### config.mk
export PLATFORM = sky130hd
export DESIGN_NAME = axi_burst_write_master_flat
export DESIGN_NICKNAME = d
export VERILOG_FILES = /design/src/rtl/axi_burst_write_master_if.sv /design/src/rtl/axi_burst_write_master.sv /design/src/flat_wrapper.sv
export SDC_FILE = /design/constraint.sdc
export NUM_CORES = 1
export LEC_CHECK = 0
export ABC_AREA = 1
export CAP_MARGIN = 10
export CORE_ASPECT_RATIO = 0.6
export CORE_MARGIN = 10
export CORE_UTILIZATION = 38
export CTS_CLUSTER_SIZE = 20
export DETAILED_ROUTE_END_ITERATION = 12
export HOLD_SLACK_MARGIN = 0.12
export PLACE_DENSITY = 0.8
export SYNTH_ARGS = -nofsm -noshare
export SYNTH_HDL_FRONTEND = slang
export SYNTH_SLANG_ARGS = --single-unit
### constraint.sdc
create_clock -name a_clk -period 2 [get_ports a_clk]
set_input_delay 0.2 -clock a_clk [delete_from_list [all_inputs] [get_ports a_clk]]
set_output_delay 0.2 -clock a_clk [all_outputs]
set_load 0.05 [all_outputs]
### src/rtl/axi_burst_write_master_if.sv
// AXI write-channel bundle (AW, W, B) between the burst write master and a slave.
interface axi_burst_write_master_if #(
  parameter int ADDR_W = 32
);
  logic              awvalid;
  logic              awready;
  logic [ADDR_W-1:0] awaddr;
  logic [3:0]        awlen;
  logic [2:0]        awsize;
  logic [1:0]        awburst;
  logic              wvalid;
  logic              wready;
  logic [63:0]       wdata;
  logic [7:0]        wstrb;
  logic              wlast;
  logic              bvalid;
  logic              bready;
  logic [1:0]        bresp;

  modport master (
    output awvalid, awaddr, awlen, awsize, awburst,
    output wvalid, wdata, wstrb, wlast, bready,
    input  awready, wready, bvalid, bresp
  );

  modport slave (
    input  awvalid, awaddr, awlen, awsize, awburst,
    input  wvalid, wdata, wstrb, wlast, bready,
    output awready, wready, bvalid, bresp
  );
endinterface

### src/rtl/axi_burst_write_master.sv
// Single-outstanding AXI INCR burst writer: streams 16-bit local samples into
// the slave RAM, one burst per accepted command, through a one-entry W buffer.
module axi_burst_write_master #(
  parameter int ADDR_W   = 32,
  parameter int SAMPLE_W = 16
) (
  input  logic                    a_clk,
  input  logic                    a_rst,
  input  logic                    cmd_valid,
  output logic                    cmd_ready,
  input  logic [ADDR_W-1:0]       cmd_addr,
  input  logic [3:0]              cmd_len,
  input  logic [SAMPLE_W-1:0]     wr_data,
  input  logic                    wr_valid,
  output logic                    wr_ready,
  output logic                    done,
  output logic                    err,
  axi_burst_write_master_if.master m_axi
);

  typedef enum logic [1:0] {
    S_IDLE = 2'd0,
    S_ADDR = 2'd1,
    S_DATA = 2'd2,
    S_RESP = 2'd3
  } state_t;

  state_t                r_state;
  state_t                w_next_state;

  logic                  r_awvalid;
  logic [ADDR_W-1:0]     r_awaddr;
  logic [3:0]            r_awlen;
  logic                  r_wvalid;
  logic [SAMPLE_W-1:0]   r_wdata;
  logic                  r_wlast;
  logic                  r_bready;
  logic                  r_done;
  logic                  r_err;
  logic [3:0]            r_beat_cnt;
  logic                  r_all_loaded;

  logic                  w_cmd_hs;
  logic                  w_aw_hs;
  logic                  w_w_hs;
  logic                  w_b_hs;
  logic                  w_wr_ready;
  logic                  w_load;
  logic                  w_last_load;

  assign cmd_ready   = (r_state == S_IDLE);
  assign w_cmd_hs    = cmd_valid && cmd_ready;
  assign w_aw_hs     = r_awvalid && m_axi.awready;
  assign w_w_hs      = r_wvalid && m_axi.wready;
  assign w_b_hs      = r_bready && m_axi.bvalid;
  // r_all_loaded stands in for "loads <= awlen" so a 16-beat burst works with a 4-bit counter
  assign w_wr_ready  = (r_state == S_DATA) && (!r_wvalid || m_axi.wready) && !r_all_loaded;
  assign w_load      = wr_valid && w_wr_ready;
  assign w_last_load = (r_beat_cnt == r_awlen);

  assign wr_ready      = w_wr_ready;
  assign done          = r_done;
  assign err           = r_err;

  assign m_axi.awvalid = r_awvalid;
  assign m_axi.awaddr  = r_awaddr;
  assign m_axi.awlen   = r_awlen;
  assign m_axi.awsize  = 3'b001;
  assign m_axi.awburst = 2'b01;
  assign m_axi.wvalid  = r_wvalid;
  assign m_axi.wdata   = {{(64-SAMPLE_W){1'b0}}, r_wdata};
  assign m_axi.wstrb   = 8'h03;
  assign m_axi.wlast   = r_wlast;
  assign m_axi.bready  = r_bready;

  // State register
  always_ff @(posedge a_clk or posedge a_rst) begin
    if (a_rst) begin
      r_state <= S_IDLE;
    end else begin
      r_state <= w_next_state;
    end
  end

  // Next-state logic
  always_comb begin
    w_next_state = r_state;
    case (r_state)
      S_IDLE: begin
        if (w_cmd_hs) w_next_state = S_ADDR;
        else          w_next_state = S_IDLE;
      end
      S_ADDR: begin
        if (w_aw_hs) w_next_state = S_DATA;
        else         w_next_state = S_ADDR;
      end
      S_DATA: begin
        if (w_w_hs && r_wlast) w_next_state = S_RESP;
        else                   w_next_state = S_DATA;
      end
      S_RESP: begin
        if (w_b_hs) w_next_state = S_IDLE;
        else        w_next_state = S_RESP;
      end
      default: w_next_state = S_IDLE;
    endcase
  end

  // Channel registers, holding buffer and beat bookkeeping
  always_ff @(posedge a_clk or posedge a_rst) begin
    if (a_rst) begin
      r_awvalid    <= 1'b0;
      r_awaddr     <= {ADDR_W{1'b0}};
      r_awlen      <= 4'd0;
      r_wvalid     <= 1'b0;
      r_wdata      <= {SAMPLE_W{1'b0}};
      r_wlast      <= 1'b0;
      r_bready     <= 1'b0;
      r_done       <= 1'b0;
      r_err        <= 1'b0;
      r_beat_cnt   <= 4'd0;
      r_all_loaded <= 1'b0;
    end else begin
      r_done <= 1'b0;
      case (r_state)
        S_IDLE: begin
          if (w_cmd_hs) begin
            r_awaddr     <= cmd_addr;
            r_awlen      <= cmd_len;
            r_awvalid    <= 1'b1;
            r_err        <= 1'b0;
            r_beat_cnt   <= 4'd0;
            r_all_loaded <= 1'b0;
          end
        end
        S_ADDR: begin
          if (w_aw_hs) r_awvalid <= 1'b0;
        end
        S_DATA: begin
          // A load can coincide with the W handshake, giving one beat per cycle
          if (w_load) begin
            r_wdata    <= wr_data;
            r_wvalid   <= 1'b1;
            r_wlast    <= w_last_load;
            r_beat_cnt <= r_beat_cnt + 4'd1;
            if (w_last_load) r_all_loaded <= 1'b1;
          end else if (w_w_hs) begin
            r_wvalid <= 1'b0;
            r_wlast  <= 1'b0;
            if (r_wlast) r_bready <= 1'b1;
          end
        end
        S_RESP: begin
          if (w_b_hs) begin
            r_bready <= 1'b0;
            r_done   <= 1'b1;
            r_err    <= (m_axi.bresp != 2'b00);
          end
        end
        default: begin
          r_bready <= 1'b0;
        end
      endcase
    end
  end

endmodule

### src/flat_wrapper.sv
// flat-port wrapper written by rule: the top's interface ports become plain ports
module axi_burst_write_master_flat 
#(
  parameter int ADDR_W   = 32,
  parameter int SAMPLE_W = 16
)
  (a_clk, a_rst, cmd_valid, cmd_ready, cmd_addr, cmd_len, wr_data, wr_valid, wr_ready, done, err, m_axi_awvalid, m_axi_awaddr, m_axi_awlen, m_axi_awsize, m_axi_awburst, m_axi_wvalid, m_axi_wdata, m_axi_wstrb, m_axi_wlast, m_axi_bready, m_axi_awready, m_axi_wready, m_axi_bvalid, m_axi_bresp);
  axi_burst_write_master_if #(.ADDR_W(ADDR_W)) m_axi_i ();
  input  logic a_clk;
  input  logic a_rst;
  input  logic cmd_valid;
  output logic cmd_ready;
  input  logic [ADDR_W-1:0] cmd_addr;
  input  logic [3:0] cmd_len;
  input  logic [SAMPLE_W-1:0] wr_data;
  input  logic wr_valid;
  output logic wr_ready;
  output logic done;
  output logic err;
  output wire logic [$bits(m_axi_i.awvalid)-1:0] m_axi_awvalid;
  output wire logic [$bits(m_axi_i.awaddr)-1:0] m_axi_awaddr;
  output wire logic [$bits(m_axi_i.awlen)-1:0] m_axi_awlen;
  output wire logic [$bits(m_axi_i.awsize)-1:0] m_axi_awsize;
  output wire logic [$bits(m_axi_i.awburst)-1:0] m_axi_awburst;
  output wire logic [$bits(m_axi_i.wvalid)-1:0] m_axi_wvalid;
  output wire logic [$bits(m_axi_i.wdata)-1:0] m_axi_wdata;
  output wire logic [$bits(m_axi_i.wstrb)-1:0] m_axi_wstrb;
  output wire logic [$bits(m_axi_i.wlast)-1:0] m_axi_wlast;
  output wire logic [$bits(m_axi_i.bready)-1:0] m_axi_bready;
  input wire logic [$bits(m_axi_i.awready)-1:0] m_axi_awready;
  input wire logic [$bits(m_axi_i.wready)-1:0] m_axi_wready;
  input wire logic [$bits(m_axi_i.bvalid)-1:0] m_axi_bvalid;
  input wire logic [$bits(m_axi_i.bresp)-1:0] m_axi_bresp;
  assign m_axi_awvalid = m_axi_i.awvalid;
  assign m_axi_awaddr = m_axi_i.awaddr;
  assign m_axi_awlen = m_axi_i.awlen;
  assign m_axi_awsize = m_axi_i.awsize;
  assign m_axi_awburst = m_axi_i.awburst;
  assign m_axi_wvalid = m_axi_i.wvalid;
  assign m_axi_wdata = m_axi_i.wdata;
  assign m_axi_wstrb = m_axi_i.wstrb;
  assign m_axi_wlast = m_axi_i.wlast;
  assign m_axi_bready = m_axi_i.bready;
  assign m_axi_i.awready = m_axi_awready;
  assign m_axi_i.wready = m_axi_wready;
  assign m_axi_i.bvalid = m_axi_bvalid;
  assign m_axi_i.bresp = m_axi_bresp;
  axi_burst_write_master #(.ADDR_W(ADDR_W), .SAMPLE_W(SAMPLE_W)) u_core (.a_clk(a_clk), .a_rst(a_rst), .cmd_valid(cmd_valid), .cmd_ready(cmd_ready), .cmd_addr(cmd_addr), .cmd_len(cmd_len), .wr_data(wr_data), .wr_valid(wr_valid), .wr_ready(wr_ready), .done(done), .err(err), .m_axi(m_axi_i));
endmodule
**Yosys cells after proc, flatten, opt, wreduce, memory -nomap -nowiden**

Index checks and enable logic that the tools add are counted.

- Reduce and logical (&&, ||, !) cells: 26
- Add/subtract/negate cells: 1
- Muxes and demuxes: 27
- Equal/unequal tests: 12

Operators by type and width:

| cell | number |
|---|---|
| $mux 1 | 17 |
| $ne 2x1->1 const B | 6 |
| $reduce_bool 2->1 | 6 |
| $reduce_and 3->1 | 3 |
| $logic_and 1x1->1 | 8 |
| $mux 4 | 2 |
| $pmux 1 s2 | 4 |
| $pmux 2 s4 | 1 |
| $pmux 4 s2 | 1 |
| $reduce_and 2->1 | 3 |
| $reduce_and 5->1 | 1 |
| $add 4x1->4 const B | 1 |
| $eq 2x2->1 const B | 2 |
| $eq 4x4->1 | 1 |
| $mux 2 | 2 |
| $ne 2x2->1 const B | 2 |
| $reduce_and 4->1 | 1 |
| $eq 2x1->1 const B | 1 |
| $logic_not 1->1 | 2 |
| $logic_not 2->1 | 1 |
| $logic_or 1x1->1 | 1 |

- Output and inout bits: 121
- Register bits: 65

**Logic depth before layout (Yosys ltp)**

- Depth in word-level cells: 7
- Mapped depth: 7

**Worst setup path before layout**

No wires, ideal clock.

- Kind: register -> register
- From: reg u_core.r_state[0]
- To: reg u_core.r_awaddr[0] (netlist: u_core.m_axi.awaddr[0])
- Cell stages (with the launch flop): 7
- Data arrival time: 1738 ps
- Buffers on the path: 2
- Setup slack: 145 ps
- Path through: dfrtp_1 -> nor2_1 -> nand2_1 -> buf_4 -> buf_2 -> nand2_1 -> nand2_1

- Word-level cells in the longest chain between the ends: 3

Ends and longest elaborated chain:

| what | RTL line | RTL |
|---|---|---|
| start, declared | axi_burst_write_master.sv:28 | `state_t r_state;` |
| start signal, assigned | axi_burst_write_master.sv:81 | `r_state <= w_next_state;` |
| $logic_not 2->1 (*) | axi_burst_write_master.sv:51 | `assign cmd_ready = (r_state == S_IDLE);` |
| via cmd_ready | flat_wrapper.sv:12 | `output logic cmd_ready;` |
| $logic_and 1x1->1 | axi_burst_write_master.sv:52 | `assign w_cmd_hs = cmd_valid && cmd_ready;` |
| $reduce_and 2->1 (no line) (*) | - |  |
| end signal, assigned | axi_burst_write_master.sv:113 | `r_awaddr <= {ADDR_W{1'b0}};` |
| end signal, assigned | axi_burst_write_master.sv:128 | `r_awaddr <= cmd_addr;` |
| end, declared | axi_burst_write_master.sv:32 | `logic [ADDR_W-1:0] r_awaddr;` |

The timed path passes the listed nets; every way through them passes the cells marked *.
A chain may end at the register's enable or synchronous reset.

**Worst setup path in the final report**

- From: reg u_core.r_awvalid (netlist: u_core.m_axi.awvalid)
- To: out m_axi_awvalid

RTL lines:

| what | RTL line | RTL |
|---|---|---|
| start, declared | axi_burst_write_master.sv:31 | `logic r_awvalid;` |
| start signal, assigned | axi_burst_write_master.sv:112 | `r_awvalid <= 1'b0;` |
| start signal, assigned | axi_burst_write_master.sv:130 | `r_awvalid <= 1'b1;` |
| start signal, assigned | axi_burst_write_master.sv:137 | `if (w_aw_hs) r_awvalid <= 1'b0;` |
| end, declared | flat_wrapper.sv:20 | `output wire logic [$bits(m_axi_i.awvalid)-1:0] m_axi_awvalid;` |

No word-level cell between the ends.

==> flow_metrics.tcl <==
set metrics [dict create \
    rsz0062_at_grt "no" \
    wire_per_inst_um 14.8 \
    grt_pass1_wl_um 14200 \
    power_frac_clock 0.185 \
    avgSynthCellArea_um2 8.40 \
    syn_inst 374 \
    finalSetupTns_ns 0 \
    hold_viol 0 \
    drt_iter0_drc 139 \
    grt-ovfl-total 0 \
    hpwl_um 7240 \
    cts.repair.resized 0 \
    start_util 0.396 \
    cts_hold_buf 0 \
    worstMarginPinSlew_ns 0.554 \
    start_kind "register" \
    clkSinkCount 65 \
    fin_cells 613 \
    via_per_inst 4.20 \
    rows 25 \
    dp_cells 597 \
    max_cap_viol_count 0 \
    die_height_um 90.4 \
    layout_setup_ws_ns 0.249 \
    gp_congestion 0.790 \
    die_x_um 137 \
    synth_edf_count 0 \
    ioPinCount 182 \
    powerDensity_nw_per_um2 1890 \
    antenna_found_initial 0 \
    p_comb_frac 0.551 \
    cts-root-buf "clkbuf_16" \
    yosysWarnings 0 \
    drt_wl_total_um 9060 \
    post-route-drc-count 0 \
    drtAntennaViolNets 0 \
    p_int_mw 4.40 \
    fillers 715 \
    clock_skew_ns 0.00434 \
    critPathSlowestCell "clkdlybuf4s50_1" \
    criticalPathCategory "reg2out" \
    path_clk_slew_ns 0.05 \
    outcome "finished, final reports clean" \
    p_sw_frac 0.488 \
    synth.ff_latch_count 65 \
    yosys.cell_types.count 23 \
    cts_buffers 9 \
    synthArstFlopShare 1.00 \
    core_area_um2 7950 \
    clk_path_buf_depth 2 \
    min_period_ns 1.75 \
    syn_area_um2 3140 \
    cp_max_fo 3 \
    layout.nets 562 \
    peakVddDrop_mv 1.06 \
    leakagePower_nw 2.34 \
    drive_gt1_frac 0.0594 \
    endpoint_kind "output port" \
    areaGrowthSynthToFinish_pct 44.9 \
    track_usage 0.147 \
    cp_slowest_stage_delay_ns 0.86 \
    dr.pass1.iters 4 \
    p_switching_mw 4.20 \
    min_period_over_period 0.876 \
    fmax_ghz 0.571 \
    grt_max_degree 37 \
    n_antenna_cell 0 \
    crit_chain "clkdlybuf4s50_1" \
    cts.htree.levels 3 \
    cp.required_ns 1.80 \
    relSlewSlack 0.630 \
    drv_slew 0 \
    worstPathArrival_ns 1.55 \
    die_area_um2 12400 \
    detailedPlace.worstSlack_ns 0.352 \
    cp.buffers_inverters 1 \
    numPortBuffers 120 \
    hold_path_class "in2async" \
    first_global_vias 2666 \
    ys_seq_area_frac 0.518 \
    synth-main-ff-cell "dfrtp_1" \
    setup_viol 0 \
    power.share.sequential 0.264 \
    num_vias 2572 \
    post-cts-setup-buffer-count 0 \
    cp_top_family "buffers and inverters" \
    cts_tree "yes" \
    clk_latency_ns 0.32 \
]
## worst min-delay path: cells and delay by family
kind / cells / cell delay, ns
buffers and inverters: 3 / 0.81
## cell usage in the layout, fill, tap and decap left out, types with 6 or more instances in the layout
cell,count
buf_4,9
clkbuf_16,9
clkdlybuf4s50_1,118
conb_1,61
dfrtp_1,65
inv_1,19
nand2_1,176
nand3_1,6
nor2_1,7
o21ai_0,8
## layout make-up
cell class | count | area (um2) | share of cell area
clock buffer | 14 | 274 | 0.0601
timing repair buffer | 128 | 1270 | 0.278
multi-input combinational | 275 | 1140 | 0.250
clock inverter | 2 | 35.0 | 0.00769
tap | 108 | 135 | 0.0297
sequential | 65 | 1630 | 0.357
inverter | 21 | 78.8 | 0.0173
## stage by stage
stage / instance area (um2) / power [mW] / hold WS, ns / util
floorplan: 3360 / 5.49 / 0.310 / -
detailed placement: 4250 / 7.05 / 0.464 / 0.534
CTS: 4560 / 8.70 / 0.275 / 0.573
global placement: 4250 / 6.96 / 0.461 / 0.534
finish: 4560 / 8.60 / 0.277 / 0.573
global route: 4560 / 9.10 / 0.318 / 0.573
## synthesized netlist by cell type (2+ instances only)
library cell,count,area share
dfrtp_1,65,0.52
buf_4,62,0.15
nand2_1,176,0.21
inv_1,20,0.024
nand3_1,6,0.0096
o21ai_1,2,0.0032
conb_1,2,0.0024
o21ai_0,8,0.013
a21oi_1,5,0.0080
nor2_1,7,0.0084
buf_2,9,0.014
## state kept, by name, summed over array words and instances, names as in the netlist
| name | count |
|---|---|
| u_core.m_axi.awaddr | 32 |
| u_core.r_wdata | 16 |
| u_core.m_axi.awlen | 4 |
| u_core.m_axi.wvalid | 1 |
| u_core.m_axi.bready | 1 |
| u_core.r_state | 2 |
| u_core.done | 1 |
| u_core.r_all_loaded | 1 |
| u_core.m_axi.awvalid | 1 |
| u_core.err | 1 |
| u_core.m_axi.wlast | 1 |
| u_core.r_beat_cnt | 4 |
## power by group through the flow
stage / Sequential [mW] / Clock, mW / Combinational, mW
2_1_floorplan: 4.11 / 0 / 1.38
3_3_place_gp: 2.26 / 0 / 4.70
3_5_place_dp: 2.27 / 0 / 4.78
4_1_cts: 2.27 / 1.64 / 4.79
5_1_grt: 2.35 / 1.70 / 5.05
6_report: 2.27 / 1.59 / 4.74
## path summary, 6_finish.rpt
path / from / to / slack [ns] / cells past startpoint
hold reg to reg: u_core.m_axi.awaddr[0] / u_core.m_axi.awaddr[0] / 0.48 / 2
setup reg to reg: u_core.r_state[0] / u_core.r_wdata[8] / 0.50 / 5
hold / removal: a_rst / u_core.m_axi.awaddr[22] / 0.28 / 3
min in group a_clk: cmd_addr[22] / u_core.m_axi.awaddr[22] / 0.41 / 3
max in group asynchronous: a_rst / u_core.m_axi.awaddr[27] / 1.35 / 3
setup / recovery: u_core.m_axi.awvalid / m_axi_awvalid / 0.25 / 1
## kinds of logic (layout without fill, tap and decap cells)
kind of cell | count (synthesis) | count (layout) | synth area share
flip-flops | 65 | 65 | 0.518
adder cells (fa/ha/maj) | 1 | 1 | 0.00398
AND/OR/NAND/NOR | 194 | 194 | 0.251
AO/OA/AOI/OAI | 18 | 18 | 0.0315
XOR/XNOR | 1 | 1 | 0.00279
buffers and inverters | 93 | 165 | 0.191
other | 2 | 61 | 0.00239
## layer usage
| metal | vias to the layer above | part of all wire | track usage |
|---|---|---|---|
| met5 | - | 0 | 0 |
| met2 | 93 | 0.49 | 0.246 |
| met1 | 1200 | 0.39 | 0.154 |
| li1 | 1270 | - | - |
| met4 | 0 | 0.0091 | 0.0385 |
| met3 | 9 | 0.11 | 0.0833 |
Note: power is estimated with default switching activity, not from simulation.
